===== src/rtl/det_pkg.sv =====
// det_pkg: shared encodings for the sequential 3x3 determinant controller.
package det_pkg;

    typedef enum logic [1:0] {
        IDLE = 2'd0,
        CALC = 2'd1,
        DONE = 2'd2
    } state_t;

    typedef enum logic [2:0] {
        OP_LOAD,
        OP_SUB_COF,
        OP_ACC_ADD,
        OP_ACC_SUB,
        OP_FINAL
    } op_t;

    localparam logic [3:0] STEP_LAST = 4'd8;

    // Element index (row-major a..i = 0..8) feeding each multiplier port per step; 9 selects cof.
    localparam logic [3:0] OPA_IDX [9] = '{4'd4, 4'd5, 4'd0, 4'd3, 4'd5, 4'd1, 4'd3, 4'd4, 4'd2};
    localparam logic [3:0] OPB_IDX [9] = '{4'd8, 4'd7, 4'd9, 4'd8, 4'd6, 4'd9, 4'd7, 4'd6, 4'd9};
    localparam logic [3:0] SEL_COF = 4'd9;

    function automatic op_t step_op(input logic [3:0] s);
        return (s == STEP_LAST) ? OP_FINAL :
               (s == 4'd2) ? OP_ACC_ADD :
               (s == 4'd5) ? OP_ACC_SUB :
               (s == 4'd1 || s == 4'd4 || s == 4'd7) ? OP_SUB_COF : OP_LOAD;
    endfunction

endpackage


===== src/rtl/det_mul_unit.sv =====
// det_mul_unit: combinational DATA_W x DATA_W multiplier returning the wrapped low DATA_W bits.
module det_mul_unit #(
    parameter int DATA_W = 8
) (
    input  logic [DATA_W-1:0] x,
    input  logic [DATA_W-1:0] y,
    output logic [DATA_W-1:0] p
);
    assign p = x * y;
endmodule


===== src/rtl/det3x3_seq_ctrl.sv =====
// det3x3_seq_ctrl: 3x3 determinant mod 2^DATA_W via one shared multiplier, nine steps per result.
// Multiplier operands are registered, so step k's product is applied one cycle after it is selected.
module det3x3_seq_ctrl
    import det_pkg::*;
#(
    parameter int DATA_W  = 8,
    parameter int N_STEPS = 9
) (
    input  logic              clk,
    input  logic              rst_n,
    input  logic              start,
    input  logic [DATA_W-1:0] a,
    input  logic [DATA_W-1:0] b,
    input  logic [DATA_W-1:0] c,
    input  logic [DATA_W-1:0] d,
    input  logic [DATA_W-1:0] e,
    input  logic [DATA_W-1:0] f,
    input  logic [DATA_W-1:0] g,
    input  logic [DATA_W-1:0] h,
    input  logic [DATA_W-1:0] i,
    output logic              busy,
    output logic              done,
    output logic [DATA_W-1:0] resultado
);
    localparam logic [3:0] STEP_END = 4'(N_STEPS);

    state_t            state, state_n;
    logic [3:0]        step;
    logic [DATA_W-1:0] m [9];
    logic [DATA_W-1:0] opa, opb, cof, acc, p;
    logic [DATA_W-1:0] cof_n, acc_n, na, nb;
    logic [3:0]        ls;
    logic              apply;
    op_t               op;

    det_mul_unit #(.DATA_W(DATA_W)) u_mul (.x(opa), .y(opb), .p(p));

    always_comb begin
        op    = step_op(step - 4'd1);
        apply = (state == CALC) && (step != 4'd0);
        cof_n = (op == OP_LOAD) ? p : (op == OP_SUB_COF) ? cof - p : cof;
        acc_n = (op == OP_ACC_ADD) ? acc + p : (op == OP_ACC_SUB) ? acc - p : acc;
        ls    = (step >= STEP_END) ? 4'd0 : step;
        na    = m[OPA_IDX[ls]];
        // Cofactor operand must see the value being written this same edge.
        nb    = (OPB_IDX[ls] == SEL_COF) ? (apply ? cof_n : cof) : m[OPB_IDX[ls]];
    end

    always_comb begin
        state_n = state;
        busy    = (state == CALC);
        done    = (state == DONE);
        if (state == IDLE && start)
            state_n = CALC;
        else if (state == CALC && step == STEP_END)
            state_n = DONE;
        else if (state == DONE)
            state_n = IDLE;
    end

    always_ff @(posedge clk or negedge rst_n) begin
        if (!rst_n)
            state <= IDLE;
        else
            state <= state_n;
    end

    always_ff @(posedge clk or negedge rst_n) begin
        if (!rst_n) begin
            step      <= '0;
            m         <= '{default: '0};
            opa       <= '0;
            opb       <= '0;
            cof       <= '0;
            acc       <= '0;
            resultado <= '0;
        end else if (state == IDLE && start) begin
            m    <= '{a, b, c, d, e, f, g, h, i};
            step <= '0;
            cof  <= '0;
            acc  <= '0;
        end else if (state == CALC) begin
            step <= step + 4'd1;
            opa  <= na;
            opb  <= nb;
            if (apply) begin
                cof <= cof_n;
                acc <= acc_n;
                if (op == OP_FINAL)
                    resultado <= acc + p;
            end
        end
    end

endmodule


===== config.mk =====
export PLATFORM = sky130hd
export DESIGN_NAME = det3x3_seq_ctrl
export DESIGN_NICKNAME = d
export VERILOG_FILES = /design/src/rtl/det_pkg.sv /design/src/rtl/det_mul_unit.sv /design/src/rtl/det3x3_seq_ctrl.sv
export SDC_FILE = /design/constraint.sdc
export NUM_CORES = 1
export LEC_CHECK = 0
export BUFFER_PORTS_ARGS = -buffer_cell sky130_fd_sc_hd__buf_4
export CAP_MARGIN = 20
export CORE_MARGIN = 3
export CORE_UTILIZATION = 35
export CTS_CLUSTER_SIZE = 10
export DETAILED_ROUTE_END_ITERATION = 7
export RECOVER_POWER = 50
export REMOVE_ABC_BUFFERS = 1
export SYNTH_ARGS = -nofsm -noshare
export SYNTH_HDL_FRONTEND = slang
export SYNTH_HIERARCHICAL = 1
export SYNTH_SLANG_ARGS = --single-unit

===== constraint.sdc =====
create_clock -name clk -period 5.6 [get_ports clk]
set_clock_uncertainty 0.05 [all_clocks]
set_input_delay 1.12 -clock clk [delete_from_list [all_inputs] [get_ports clk]]
set_output_delay 1.12 -clock clk [all_outputs]
set_load 0.005 [all_outputs]

==> results_dict.tcl <==
set metrics [dict create \
    grt_pass1_wl_mm 31.7 \
    crit_type "register to register" \
    grt_pass1_vias 6328 \
    core_area_mm2 0.0214 \
    finalWeightedCongestion 0.924 \
    crit_fanout 9 \
    synthesis.area_mm2 0.00776 \
    port_buffers 84 \
    status "finished with violations" \
    synth_seq_area_share_pct 38.1 \
    ys_warn_count 6 \
    cts_root_buffer "clkbuf_16" \
    cts_resized 0 \
    crit_chain "nand2_1 > fa_1 > inv_1 > fa_1 > ha_1 > inv_1 > fa_1 > inv_1 > ha_1 > a21o_1 > a21oi_1 > xnor3_1 > xnor3_1 > xor2_1 > nor4_1 > or4_1 > o311ai_1" \
    violations "max-capacitance violations, max-slew violations" \
    postRouteWirelength_mm 18.8 \
    crit_arrival_ns 5.08 \
    setup_violations 0 \
    fin_tns_setup_ns 0 \
    start_kind "register" \
    grt_start_max_net_pins 84 \
    fmax_mhz 208 \
    hold_violations 0 \
    worstSkewPairLatency_ns 0.42 \
    timing.final.crit_share_pct 86.0 \
    clk_path_buf_depth 2 \
    grtUsageTotal_pct 16.1 \
    grt_setup_unrepaired "no" \
    initial_utilization_pct 36.2 \
    slew_headroom_pct -151 \
    placementRows 53 \
    async_flop_share_pct 100 \
    syn_to_final_growth_pct 19.0 \
    firstDrtPassIters 5 \
    endpoint_kind "register" \
    cpPeakStageDelay_ns 0.54 \
    drc 0 \
    ctsHtreeMaxLevel 4 \
    path_clk_slew_ns 0.06 \
    min_period_ns 4.82 \
    hold_buffers 0 \
    drt_iter0_markers 382 \
    drive_gt1_share_pct 17.2 \
    wl_per_cell_um 15.1 \
    critPathTopFamily "adder cells" \
    fill_cells 2132 \
    ys_ff_latch 118 \
    drtAntennaViolNets 0 \
    die_width_um 155 \
    die_area_mm2 0.0240 \
    layout_common_cells "nand2_1 (263), dfrtp_1 (118), buf_4 (88)" \
    fin_hold_ws_ns 0.422 \
    clock-sinks 118 \
    syn_avg_cell_area_um2 8.74 \
    place_hpwl_mm 13.3 \
    synthFlopType "dfrtp_1" \
    antenna_found_initial 0 \
    tightestPinTransition_ns 3.77 \
    cts_buffers 17 \
    vias 6273 \
    nets 1092 \
    cts_setup_buffers 0 \
    cp_slowest_cell "dfrtp_1" \
    synth_edf_count 0 \
    drv_cap 2 \
    critPathBufInv 3 \
    final_max_slew_viol_count 147 \
    die_h_um 155 \
    cts_tree "yes" \
    hold_class "register to register" \
    cp.required_ns 5.86 \
    io_pins 85 \
    syn_inst 887 \
    final_common_cell "nand2_1" \
    viasPerCell 5.04 \
    synthDistinctLibCells 71 \
    overflow 0 \
    insertedDiodeCount 0 \
]
==> flip-flops by register name (all words and copies together) (netlist names) <==
name       count
resultado      8
acc            8
state          2
step           4
opa            8
m             72
cof            8
opb            8
==> through the flow <==
stage | setup slack, ns | area [µm²] | instances | util, %
5_1_grt | 0.459 | 9230 | 1244 | 43.1
6_report | 0.782 | 9230 | 1244 | 43.1
3_5_place_dp | 0.779 | 8630 | 1211 | 40.3
3_3_place_gp | 0.863 | 8630 | 1211 | 40.3
2_1_floorplan | 0.349 | 7570 | 844 | -
4_1_cts | 0.767 | 9240 | 1243 | 43.1
==> worst reg2reg max path, delay by kind of cell (launching register included) <==
kind                       cells  cell delay, ns
adders and majority gates      5            1.87
buffers and inverters          3            0.17
DFF                            1            0.54
AOI/OAI and AO/OA              3            0.43
and+or+nand+nor                3            0.69
xor gates and xnor gates       3            0.97
==> layer usage <==
layer	vias up	track usage [%]	routed length, µm
met5	-	0	0
met4	0	4.46	228
met3	13	3.14	717
met2	124	24.6	8490
met1	2980	23.3	9360
li1	3156	-	-
==> cell usage after synthesis, types with 5 or more instances <==
cell type	n	area share [%]
a31oi_1	10	0.81
fa_1	15	3.9
o21ai_1	10	0.65
nand2_1	263	13
o21a_1	9	0.87
nand2b_1	6	0.48
o221ai_1	8	0.90
nor2_1	38	1.8
a221o_1	6	0.77
ha_1	46	7.4
nand3_1	16	1.0
o22ai_1	5	0.40
and2_2	5	0.48
a211o_1	8	0.90
dfrtp_1	118	38
a21oi_1	29	1.9
o211ai_1	10	0.97
inv_1	44	2.1
buf_2	9	0.58
nor3_1	14	0.90
mux2i_1	22	2.8
xnor2_1	19	2.1
and2_1	17	1.4
o21ai_0	16	1.0
xor2_1	6	0.68
nor2b_1	6	0.48
mux2_2	21	3.0
clkbuf_1	31	1.5
==> layout make-up <==
class	instances	area, µm²	share of cell area [%]
clock buffer	18	439	4.76
clock inverter	14	166	1.80
inverter	45	169	1.83
multi-input combinational	681	4470	48.5
sequential	118	2950	32.0
tap	275	344	3.73
timing repair buffer	93	686	7.43
==> logic make-up (layout without fill, tap and decap cells) <==
logic type / count (synthesis) / after routing / share of synthesized area (%)
simple gates: 391 / 391 / 21.7
compound gates: 157 / 157 / 14.6
flops: 118 / 118 / 38.1
buf+inv: 88 / 170 / 4.60
fa+ha+maj: 61 / 61 / 11.3
mux: 43 / 43 / 5.89
xor+xnor: 29 / 29 / 3.82
==> path summary, 6_finish.rpt <==
path                            startpoint           end  slack, ns  cells after the start
worst max-delay path                opa[0]        acc[7]       0.78                     17
max in group asynchronous            rst_n         m[67]       1.52                      2
worst max register to register      opa[0]        acc[7]       0.78                     17
worst min register to register       m[32]         m[32]       0.42                      2
min in group asynchronous            rst_n  resultado[2]       1.81                      1
worst min-delay path                 m[32]         m[32]       0.42                      2
Power is not shown: default switching activity piles up to over one toggle a cycle in this logic, so the estimate is an artifact.
